==> src/rtl/systolic_feeder.sv <==
// Operand feeder for a systolic array: buffers one job of input vectors, then
// streams them out with a per-lane diagonal skew and sequences COMPUTE/FLUSH/DONE.

module systolic_feeder_lane #(
  parameter int W     = 8,
  parameter int DEPTH = 1
) (
  input  logic         CLK,
  input  logic         RSTn,
  input  logic         i_vld,
  input  logic [W-1:0] i_data,
  output logic         o_vld,
  output logic [W-1:0] o_data
);
  logic [DEPTH-1:0][W-1:0] r_d;
  logic [DEPTH-1:0]        r_v;

  // Idle slots shift zeros so an invalid lane always reads as 0.
  always_ff @(posedge CLK or negedge RSTn) begin
    if (!RSTn) begin
      r_d <= '0;
      r_v <= '0;
    end else begin
      r_d[0] <= i_vld ? i_data : '0;
      r_v[0] <= i_vld;
      for (int j = 1; j < DEPTH; j++) begin
        r_d[j] <= r_d[j-1];
        r_v[j] <= r_v[j-1];
      end
    end
  end

  assign o_data = r_d[DEPTH-1];
  assign o_vld  = r_v[DEPTH-1];
endmodule

module systolic_feeder #(
  parameter int OPND_BWIDTH  = 8,
  parameter int LANES        = 4,
  parameter int K_MAX        = 16,
  parameter int TAIL         = 4,
  parameter int FLUSH_CYCLES = 4
) (
  input  logic                         CLK,
  input  logic                         RSTn,
  input  logic                         IN_VALID,
  output logic                         IN_READY,
  input  logic                         IN_LAST,
  input  logic [LANES*OPND_BWIDTH-1:0] IN_DATA,
  output logic [LANES*OPND_BWIDTH-1:0] OPND_out,
  output logic [LANES-1:0]             OPND_is_valid_out,
  output logic                         COMPUTE,
  output logic                         FLUSH,
  output logic                         BUSY,
  output logic                         DONE
);
  localparam int W         = OPND_BWIDTH;
  localparam int IW        = (K_MAX > 1) ? $clog2(K_MAX) : 1;
  localparam int CW        = $clog2(K_MAX + 1);
  localparam int DRAIN_LEN = LANES - 1 + TAIL;
  localparam int TMAX      = (DRAIN_LEN > FLUSH_CYCLES) ? DRAIN_LEN : FLUSH_CYCLES;
  localparam int TW        = $clog2(TMAX + 1);

  typedef enum logic [2:0] {
    S_IDLE, S_LOAD, S_STREAM, S_DRAIN, S_FLUSH, S_FIN
  } state_t;

  state_t                  r_state;
  logic [CW-1:0]           r_cnt;
  logic [CW-1:0]           r_idx;
  logic [TW-1:0]           r_tmr;
  logic                    r_ready;
  logic                    r_busy;
  logic                    r_compute;
  logic                    r_flush;
  logic                    r_done;
  logic [LANES-1:0][W-1:0] r_buf [K_MAX];

  logic                    w_issue;
  logic                    w_accept;
  logic [LANES-1:0][W-1:0] w_vec;
  logic [LANES-1:0][W-1:0] w_lane_data;

  assign w_issue  = (r_state == S_STREAM);
  assign w_accept = IN_VALID && r_ready;
  assign w_vec    = r_buf[r_idx[IW-1:0]];

  // Control outputs trail the state by one cycle so they line up with the
  // first skew-register stage; IN_READY and BUSY track the state directly.
  always_ff @(posedge CLK or negedge RSTn) begin
    if (!RSTn) begin
      r_state   <= S_IDLE;
      r_cnt     <= '0;
      r_idx     <= '0;
      r_tmr     <= '0;
      r_ready   <= 1'b0;
      r_busy    <= 1'b0;
      r_compute <= 1'b0;
      r_flush   <= 1'b0;
      r_done    <= 1'b0;
      for (int i = 0; i < K_MAX; i++) r_buf[i] <= '0;
    end else begin
      r_compute <= (r_state == S_STREAM) || (r_state == S_DRAIN);
      r_flush   <= (r_state == S_FLUSH);
      r_done    <= (r_state == S_FIN);
      case (r_state)
        S_IDLE, S_LOAD: begin
          r_ready <= 1'b1;
          if (w_accept) begin
            r_buf[r_cnt[IW-1:0]] <= IN_DATA;
            r_cnt  <= r_cnt + CW'(1);
            r_busy <= 1'b1;
            // A full buffer ends the load phase even without IN_LAST.
            if (IN_LAST || r_cnt == CW'(K_MAX - 1)) begin
              r_state <= S_STREAM;
              r_idx   <= '0;
              r_ready <= 1'b0;
            end else begin
              r_state <= S_LOAD;
            end
          end
        end
        S_STREAM: begin
          if (r_idx == r_cnt - CW'(1)) begin
            r_state <= S_DRAIN;
            r_tmr   <= '0;
          end else begin
            r_idx <= r_idx + CW'(1);
          end
        end
        S_DRAIN: begin
          if (r_tmr == TW'(DRAIN_LEN - 1)) begin
            r_state <= S_FLUSH;
            r_tmr   <= '0;
          end else begin
            r_tmr <= r_tmr + TW'(1);
          end
        end
        S_FLUSH: begin
          if (r_tmr == TW'(FLUSH_CYCLES - 1)) begin
            r_state <= S_FIN;
            r_tmr   <= '0;
          end else begin
            r_tmr <= r_tmr + TW'(1);
          end
        end
        S_FIN: begin
          r_state <= S_IDLE;
          r_cnt   <= '0;
          r_idx   <= '0;
          r_busy  <= 1'b0;
          r_ready <= 1'b1;
        end
        default: begin
          r_state <= S_IDLE;
          r_busy  <= 1'b0;
          r_ready <= 1'b0;
        end
      endcase
    end
  end

  // Lane g sits g extra stages behind lane 0 to form the input wavefront.
  for (genvar g = 0; g < LANES; g++) begin : g_lane
    systolic_feeder_lane #(.W(W), .DEPTH(g + 1)) u_lane (
      .CLK    (CLK),
      .RSTn   (RSTn),
      .i_vld  (w_issue),
      .i_data (w_vec[g]),
      .o_vld  (OPND_is_valid_out[g]),
      .o_data (w_lane_data[g])
    );
  end

  assign OPND_out = w_lane_data;
  assign IN_READY = r_ready;
  assign BUSY     = r_busy;
  assign COMPUTE  = r_compute;
  assign FLUSH    = r_flush;
  assign DONE     = r_done;
endmodule

==> config.mk <==
export PLATFORM = sky130hd
export DESIGN_NAME = systolic_feeder
export DESIGN_NICKNAME = d
export VERILOG_FILES = /design/src/rtl/systolic_feeder.sv
export SDC_FILE = /design/constraint.sdc
export NUM_CORES = 1
export LEC_CHECK = 0
export CAP_MARGIN = 40
export CORE_UTILIZATION = 56
export DETAILED_ROUTE_END_ITERATION = 7
export GPL_ROUTABILITY_DRIVEN = 0
export PLACE_DENSITY = 0.85
export SLEW_MARGIN = 20
export SYNTH_ARGS = -nofsm -noshare
export SYNTH_HDL_FRONTEND = slang
export SYNTH_HIERARCHICAL = 1
export SYNTH_SLANG_ARGS = --single-unit
==> constraint.sdc <==
create_clock -name CLK -period 2.3 [get_ports CLK]
set_clock_uncertainty 0.05 [all_clocks]
set_input_delay 0.46 -clock CLK [delete_from_list [all_inputs] [get_ports CLK]]
set_output_delay 0.46 -clock CLK [all_outputs]
set_load 0.1 [all_outputs]
# [Word level (Yosys, flattened, before mapping)]
# Index checks and enable logic that the tools add are counted.
[word_totals] regBits=623 output_inout_bits=41 wordCells=159
[classes] n_addsub=4 magnitude_cmp=3 eq_ne=15 mux=31 bitwise_logic=3 reduce_logical=16
[ops] operator="$bwmux W512" n=1
[ops] operator="$bmux W32 S4" n=1
[ops] operator="$demux W32 S4" n=1
[ops] operator="$mux W32" n=3
[ops] operator="$mux W8" n=4
[ops] operator="$mux W3" n=7
[ops] operator="$mux W5" n=4
[ops] operator="$pmux W5 S3" n=1
[ops] operator="$pmux W3 S4" n=1
[ops] operator="$add A5 B1 Y5 const B" n=2
[ops] operator="$ge A5 B5 Y1 const B" n=2
[ops] operator="$not A4 Y5" n=2
[ops] operator="$pmux W5 S2" n=1
[ops] operator="$eq A3 B2 Y1 const B" n=3
[ops] operator="$eq A3 B3 Y1 const B" n=3
[ops] operator="$pmux W3 S3" n=1
[ops] operator="$ne A2 B2 Y1 const B" n=4
[ops] operator="$reduce_and A2 Y1" n=4
[ops] operator="$reduce_and A4 Y1" n=2
[ops] operator="$reduce_bool A3 Y1" n=2
[ops] operator="$eq A5 B4 Y1 const B" n=1
[ops] operator="$eq A5 B5 Y1" n=1
[ops] operator="$lt A5 B1 Y1 const B" n=1
[ops] operator="$sub A5 B1 Y5 const B" n=1
[ops] operator="14 further kinds" n=19

# [Logic depth before layout (Yosys ltp)]
[logic_depth] depth_word=6 ltp_mapped=8

# [Cells and area by module]
# Netlist, hierarchy kept.
[modules_own_cells] mod="systolic_feeder" instances=1 cells_per_inst=1460 area_per_inst_um2=24199.5 seq_area_each_um2=13337.8
[modules_own_cells] mod="systolic_feeder_lane at g_lane[3].u_lane" instances=1 cells_per_inst=52 area_per_inst_um2=1011.0 seq_area_each_um2=900.9
[modules_own_cells] mod="systolic_feeder_lane at g_lane[2].u_lane" instances=1 cells_per_inst=43 area_per_inst_um2=785.8 seq_area_each_um2=675.6
[modules_own_cells] mod="systolic_feeder_lane at g_lane[1].u_lane" instances=1 cells_per_inst=34 area_per_inst_um2=560.5 seq_area_each_um2=450.4
[modules_own_cells] mod="systolic_feeder_lane at g_lane[0].u_lane" instances=1 cells_per_inst=17 area_per_inst_um2=275.3 seq_area_each_um2=225.2

# [Worst setup path before layout]
# Ideal clock, no wire load.
[synth_path] kind="reg2reg" startpoint="register r_ready (netlist: IN_READY)" endpoint="register r_buf[25] in the netlist's numbering" setup_ns=0.128 arrival_ns=2.361 required_ns=2.122 path_slack_ns=-0.238 stages_incl_launch_ff=8 path_cell_list="dfrtp_1 -> nand2_1 -> nor3_4 -> and2_0 -> buf_2 -> nand3_2 -> buf_2 -> mux2_1"
[synth_between] elab_chain_len=2
[synth_lines] item="start, declared" line_no="72" rtl="logic r_ready;"
[synth_lines] item="start signal, assigned" line_no="96" rtl="r_ready <= 1'b0;"
[synth_lines] item="start signal, assigned" line_no="108" rtl="r_ready <= 1'b1;"
[synth_lines] item="start signal, assigned" line_no="117" rtl="r_ready <= 1'b0;"
[synth_lines] item="$logic_and A1 B1 Y1" line_no="85" rtl="assign w_accept = IN_VALID && r_ready;"
[synth_lines] item="$reduce_and A2 Y1 (no line)"
[synth_lines] item="end signal, assigned by index" line_no="110" rtl="r_buf[r_cnt[IW-1:0]] <= IN_DATA;"
[synth_lines] item="end, declared" line_no="77" rtl="logic [LANES-1:0][W-1:0] r_buf [K_MAX];"
# No other way between the ends.
# A chain may end at the register's enable or synchronous reset.

# [Worst setup path after layout]
[layout_path] startpoint="register r_idx[0]" endpoint="register r_idx[2]"
[layout_between] elab_chain_len=3 word_cells_on_any_way=6
[layout_lines] item="start, declared" line_no="70" rtl="logic [CW-1:0] r_idx;"
[layout_lines] item="start signal, assigned" line_no="128" rtl="r_idx <= r_idx + CW'(1);"
[layout_lines] item="$add A5 B1 Y5 / $eq A5 B5 Y1 (equally long branches)" line_no="128, 124"
[layout_lines] item="$mux W5 / $ne A2 B2 Y1 (equally long branches)"
[layout_lines] item="$pmux W5 S3 / $reduce_and A4 Y1 (equally long branches)"
# Several ways; a longest one is shown, not always the timed one. The select of a mux whose other input is x is not followed.

==> PnR_summary.wiki <==
{| class="wikitable"
! Metric !! Value
|-
| Status || finished, violations left
|-
| Violations in the final reports || design-rule violations
|-
| Fraction of final layout cells with drive strength greater than 1 || 53.5%
|-
| Start point of the critical path || r_idx[0]
|-
| Leakage component of the power || 14.5 nW
|-
| Total power divided by cell area || 1360 nW/µm²
|-
| Max frequency || 444 MHz
|-
| VDD IR-drop max || 0.745 mV
|-
| Number of antenna-violating nets in the routed design || 0
|-
| Setup violators final || 0
|-
| Number of flops mapped to enable cells by yosys || 0
|-
| TritonCTS Sinks || 623
|-
| Netlist cell types || 49
|-
| Total core area || 47000 µm²
|-
| PortBufs || 76
|-
| Minimum setup slack among reg-to-reg paths || 50 ps
|-
| Top area cells in the synthesized netlist || sky130_fd_sc_hd__dfrtp_1, sky130_fd_sc_hd__mux2_2, sky130_fd_sc_hd__mux4_2, sky130_fd_sc_hd__buf_2, sky130_fd_sc_hd__and2_1
|-
| Half-perimeter wire length after detailed placement || 35300 µm
|-
| Floorplan die area || 48800 µm²
|-
| CTS root buf || sky130_fd_sc_hd__clkbuf_16
|-
| Number of design-rule violations left by the first detailed-router iteration || 1091
|-
| Average cell area after synthesis || 16.7 µm²
|-
| Utilization after layout || 66.1%
|-
| Starting density of the core || 57.1%
|-
| Final Hold Fails || 0
|-
| Part of the total power dissipated in the clock network || 25.4%
|-
| Type of element launching the critical path || flop
|-
| Clock-pin slew on the worst setup and hold paths || 60 ps
|-
| Number of top-level design ports || 77
|-
| Number of nets produced by synthesis || 1653
|-
| Launch instance of the worst register-to-register path || r_idx[0]
|-
| Pin count of the biggest net entering global routing || 73
|-
| Share of Yosys cell area claimed by the top area cell type || 58.1%
|-
| Hold Path Class || flop to flop
|-
| Die Span Y || 221 µm
|-
| Final-layout setup total negative slack || 0 ps
|-
| Relative contribution of sequential cells to total power || 41.7%
|-
| Final worst path period share || 97.8%
|-
| Register bit count reported by yosys || 623
|-
| Required time of the critical path || 2800 ps
|-
| Total number of H-tree levels || 2
|-
| Data arrival, critical path || 2750 ps
|-
| Number of buffers on the longest clock path || 3
|-
| Hold path start || g_lane[3].u_lane/r_d[20]
|-
| Clk Latency, worst-skew pair || 640 ps
|-
| Number of remaining DRC errors || 8
|-
| Switching fraction of total power || 30.5%
|-
| Switching power total || 12.8 mW
|-
| Transition at the pin with the smallest max-transition slack || 661 ps
|-
| Vias in the first global route || 16100
|-
| Most area-hungry cell type in the Yosys netlist || sky130_fd_sc_hd__dfrtp_1
|-
| Grt total ovfl || 0
|-
| First drt pass iteration count || 7
|-
| Netlist area before placement || 26800 µm²
|-
| Fin crit period || 2250 ps
|-
| Num CTS Buffers || 61
|-
| Final #Nets || 1744
|-
| Yosys warns || 6
|-
| Int Power || 29.3 mW
|-
| Type of element capturing the critical path || flop
|-
| Post-Route WL || 57800 µm
|-
| Asr flop ratio synth || 100%
|-
| Antenna violations before repair || 3
|-
| Number of fill cells in the layout || 3015
|-
| Most used flip-flop cell after synthesis || sky130_fd_sc_hd__dfrtp_1
|-
| Number of pins exceeding their max-slew limit in the final report || 0
|-
| Synth Instances || 1606
|-
| Share of power burned in combinational logic || 32.9%
|-
| Sequential share of the synthesized area || 58.1%
|-
| Number of placement rows || 79
|-
| Number of violations of the max-capacitance limit || 0
|-
| Via density || 6.15
|-
| Worst-case headroom to the max-slew limit || 56.0%
|-
| Global-route wire length before repair || 92600 µm
|-
| Die Span X || 221 µm
|-
| Start-to-end type of the worst setup path || flop to flop
|-
| Growth of design area from synthesis to finish || 15.7%
|-
| Post-layout power || 42.2 mW
|-
| Wire length per cell after detailed routing || 24.5 µm
|-
| Vias after detailed routing || 14500
|-
| TritonCTS clock tree || built
|-
| Overall global routing resource usage || 24.6%
|-
| Largest driver fanout on the critical path || 13
|}
## path summary, 6_finish.rpt
path,to,depth (start not counted)
worst max-delay path,r_idx[2],8
worst min-delay path,g_lane[3].u_lane/o_data[4],0
worst max register to register,r_idx[2],8
worst min register to register,g_lane[3].u_lane/o_data[4],0
max in group asynchronous,r_buf[396],3
min in group asynchronous,BUSY,2
## timing repair
action | 4_1_cts | 5_1_grt
pin swaps | 0 | 1
resized for setup | 0 | 5
hold endpoints to repair | 44 | 0
setup endpoints to repair | 1 | 8
buffers inserted | 1 | 0
hold buffers | 1 | 0
## area by class of cell
| class | instances | area (µm²) | area share [%] |
|---|---|---|---|
| Clock inverter | 30 | 425 | 1.37 |
| Inverter | 14 | 52.6 | 0.169 |
| Tap cell | 607 | 759 | 2.45 |
| Clock buffer | 83 | 1760 | 5.68 |
| Timing Repair Buffer | 177 | 2010 | 6.48 |
| Multi-Input combinational cell | 820 | 10400 | 33.6 |
| Sequential cell | 623 | 15600 | 50.3 |
| Antenna cell | 2 | 5.00 | 0.0161 |
## metal layers
layer	global-route usage, %	share of wire, %	up-vias
li1	-	-	6089
met1	33.0	41	7891
met2	41.3	51	382
met3	3.76	4.9	114
met4	8.64	2.7	4
met5	0	0.036	-
## critical path, stage by stage (launching register included)
cell	delay, ps
sky130_fd_sc_hd__dfrtp_4	500
sky130_fd_sc_hd__buf_12	170
sky130_fd_sc_hd__buf_4	190
sky130_fd_sc_hd__xor2_1	150
sky130_fd_sc_hd__nand2_1	100
sky130_fd_sc_hd__a2111oi_4	60
sky130_fd_sc_hd__buf_4	200
sky130_fd_sc_hd__or4b_2	640
sky130_fd_sc_hd__nand2_1	100
## placed cells by master (no fill, tap or decap), types with 12 or more instances in the layout
master                            netlist  layout
sky130_fd_sc_hd__nor2_1                12      12
sky130_fd_sc_hd__inv_1                 14      14
sky130_fd_sc_hd__clkdlybuf4s50_1        0      34
sky130_fd_sc_hd__clkbuf_16              0      63
sky130_fd_sc_hd__nand2_2                3      12
sky130_fd_sc_hd__mux2_2               503     503
sky130_fd_sc_hd__buf_12                 1      47
sky130_fd_sc_hd__dfrtp_1              623     618
sky130_fd_sc_hd__mux4_2               157     157
sky130_fd_sc_hd__nand2_1               22      13
sky130_fd_sc_hd__and2_1                35      35
sky130_fd_sc_hd__buf_4                 27      94
## logic make-up after synthesis
| kind of cell | share of synthesized area (%) |
|---|---|
| multiplexers | 35.0 |
| flip-flops | 58.1 |
| buffers and inverters | 3.27 |
| AND/OR/NAND/NOR | 2.00 |
| AO/OA/AOI/OAI | 0.821 |
| adder cells (fa/ha/maj) | 0.513 |
| XOR/XNOR | 0.294 |
## through the flow
stage | hold slack [ps] | worst slack, ps | instances | instance area [µm²]
floorplan | 114 | 96.0 | 1606 | 26800
global placement | 282 | -207 | 2239 | 28800
detailed placement | 285 | -212 | 2239 | 28800
CTS | 297 | 23.7 | 2354 | 31000
global route | 304 | -5.49 | 2355 | 31000
finish | 295 | 49.9 | 2356 | 31000
## synthesized netlist by cell type, types with 4 or more instances
library cell	count
sky130_fd_sc_hd__a21oi_1	6
sky130_fd_sc_hd__and2_1	35
sky130_fd_sc_hd__buf_1	7
sky130_fd_sc_hd__buf_2	58
sky130_fd_sc_hd__buf_4	27
sky130_fd_sc_hd__buf_6	10
sky130_fd_sc_hd__clkbuf_1	46
sky130_fd_sc_hd__dfrtp_1	623
sky130_fd_sc_hd__ha_1	11
sky130_fd_sc_hd__inv_1	14
sky130_fd_sc_hd__mux2_1	10
sky130_fd_sc_hd__mux2_2	503
sky130_fd_sc_hd__mux4_2	157
sky130_fd_sc_hd__nand2_1	22
sky130_fd_sc_hd__nand3_1	7
sky130_fd_sc_hd__nor2_1	12
sky130_fd_sc_hd__nor2b_1	4
sky130_fd_sc_hd__o21ai_0	5
sky130_fd_sc_hd__xnor2_1	6
## state kept, by name, summed over array words and instances (netlist names)
register              count
r_buf                   512
g_lane.u_lane/r_d        48
g_lane.u_lane/o_data     32
g_lane.u_lane/r_v         9
r_cnt                     5
r_idx                     5
r_state                   3
r_tmr                     3
BUSY                      1
COMPUTE                   1
DONE                      1
FLUSH                     1
IN_READY                  1
g_lane.u_lane/o_vld       1
## power groups by stage
stage	logic, mW	registers (mW)	clock network (mW)
6_report	13.9	17.6	10.7
5_1_grt	14.7	18.0	11.3
3_3_place_gp	13.4	17.3	0
2_1_floorplan	10.1	17.5	0
3_5_place_dp	13.8	17.7	0
4_1_cts	14.0	17.5	10.9
No activity file was read; power rests on OpenSTA's default activity.
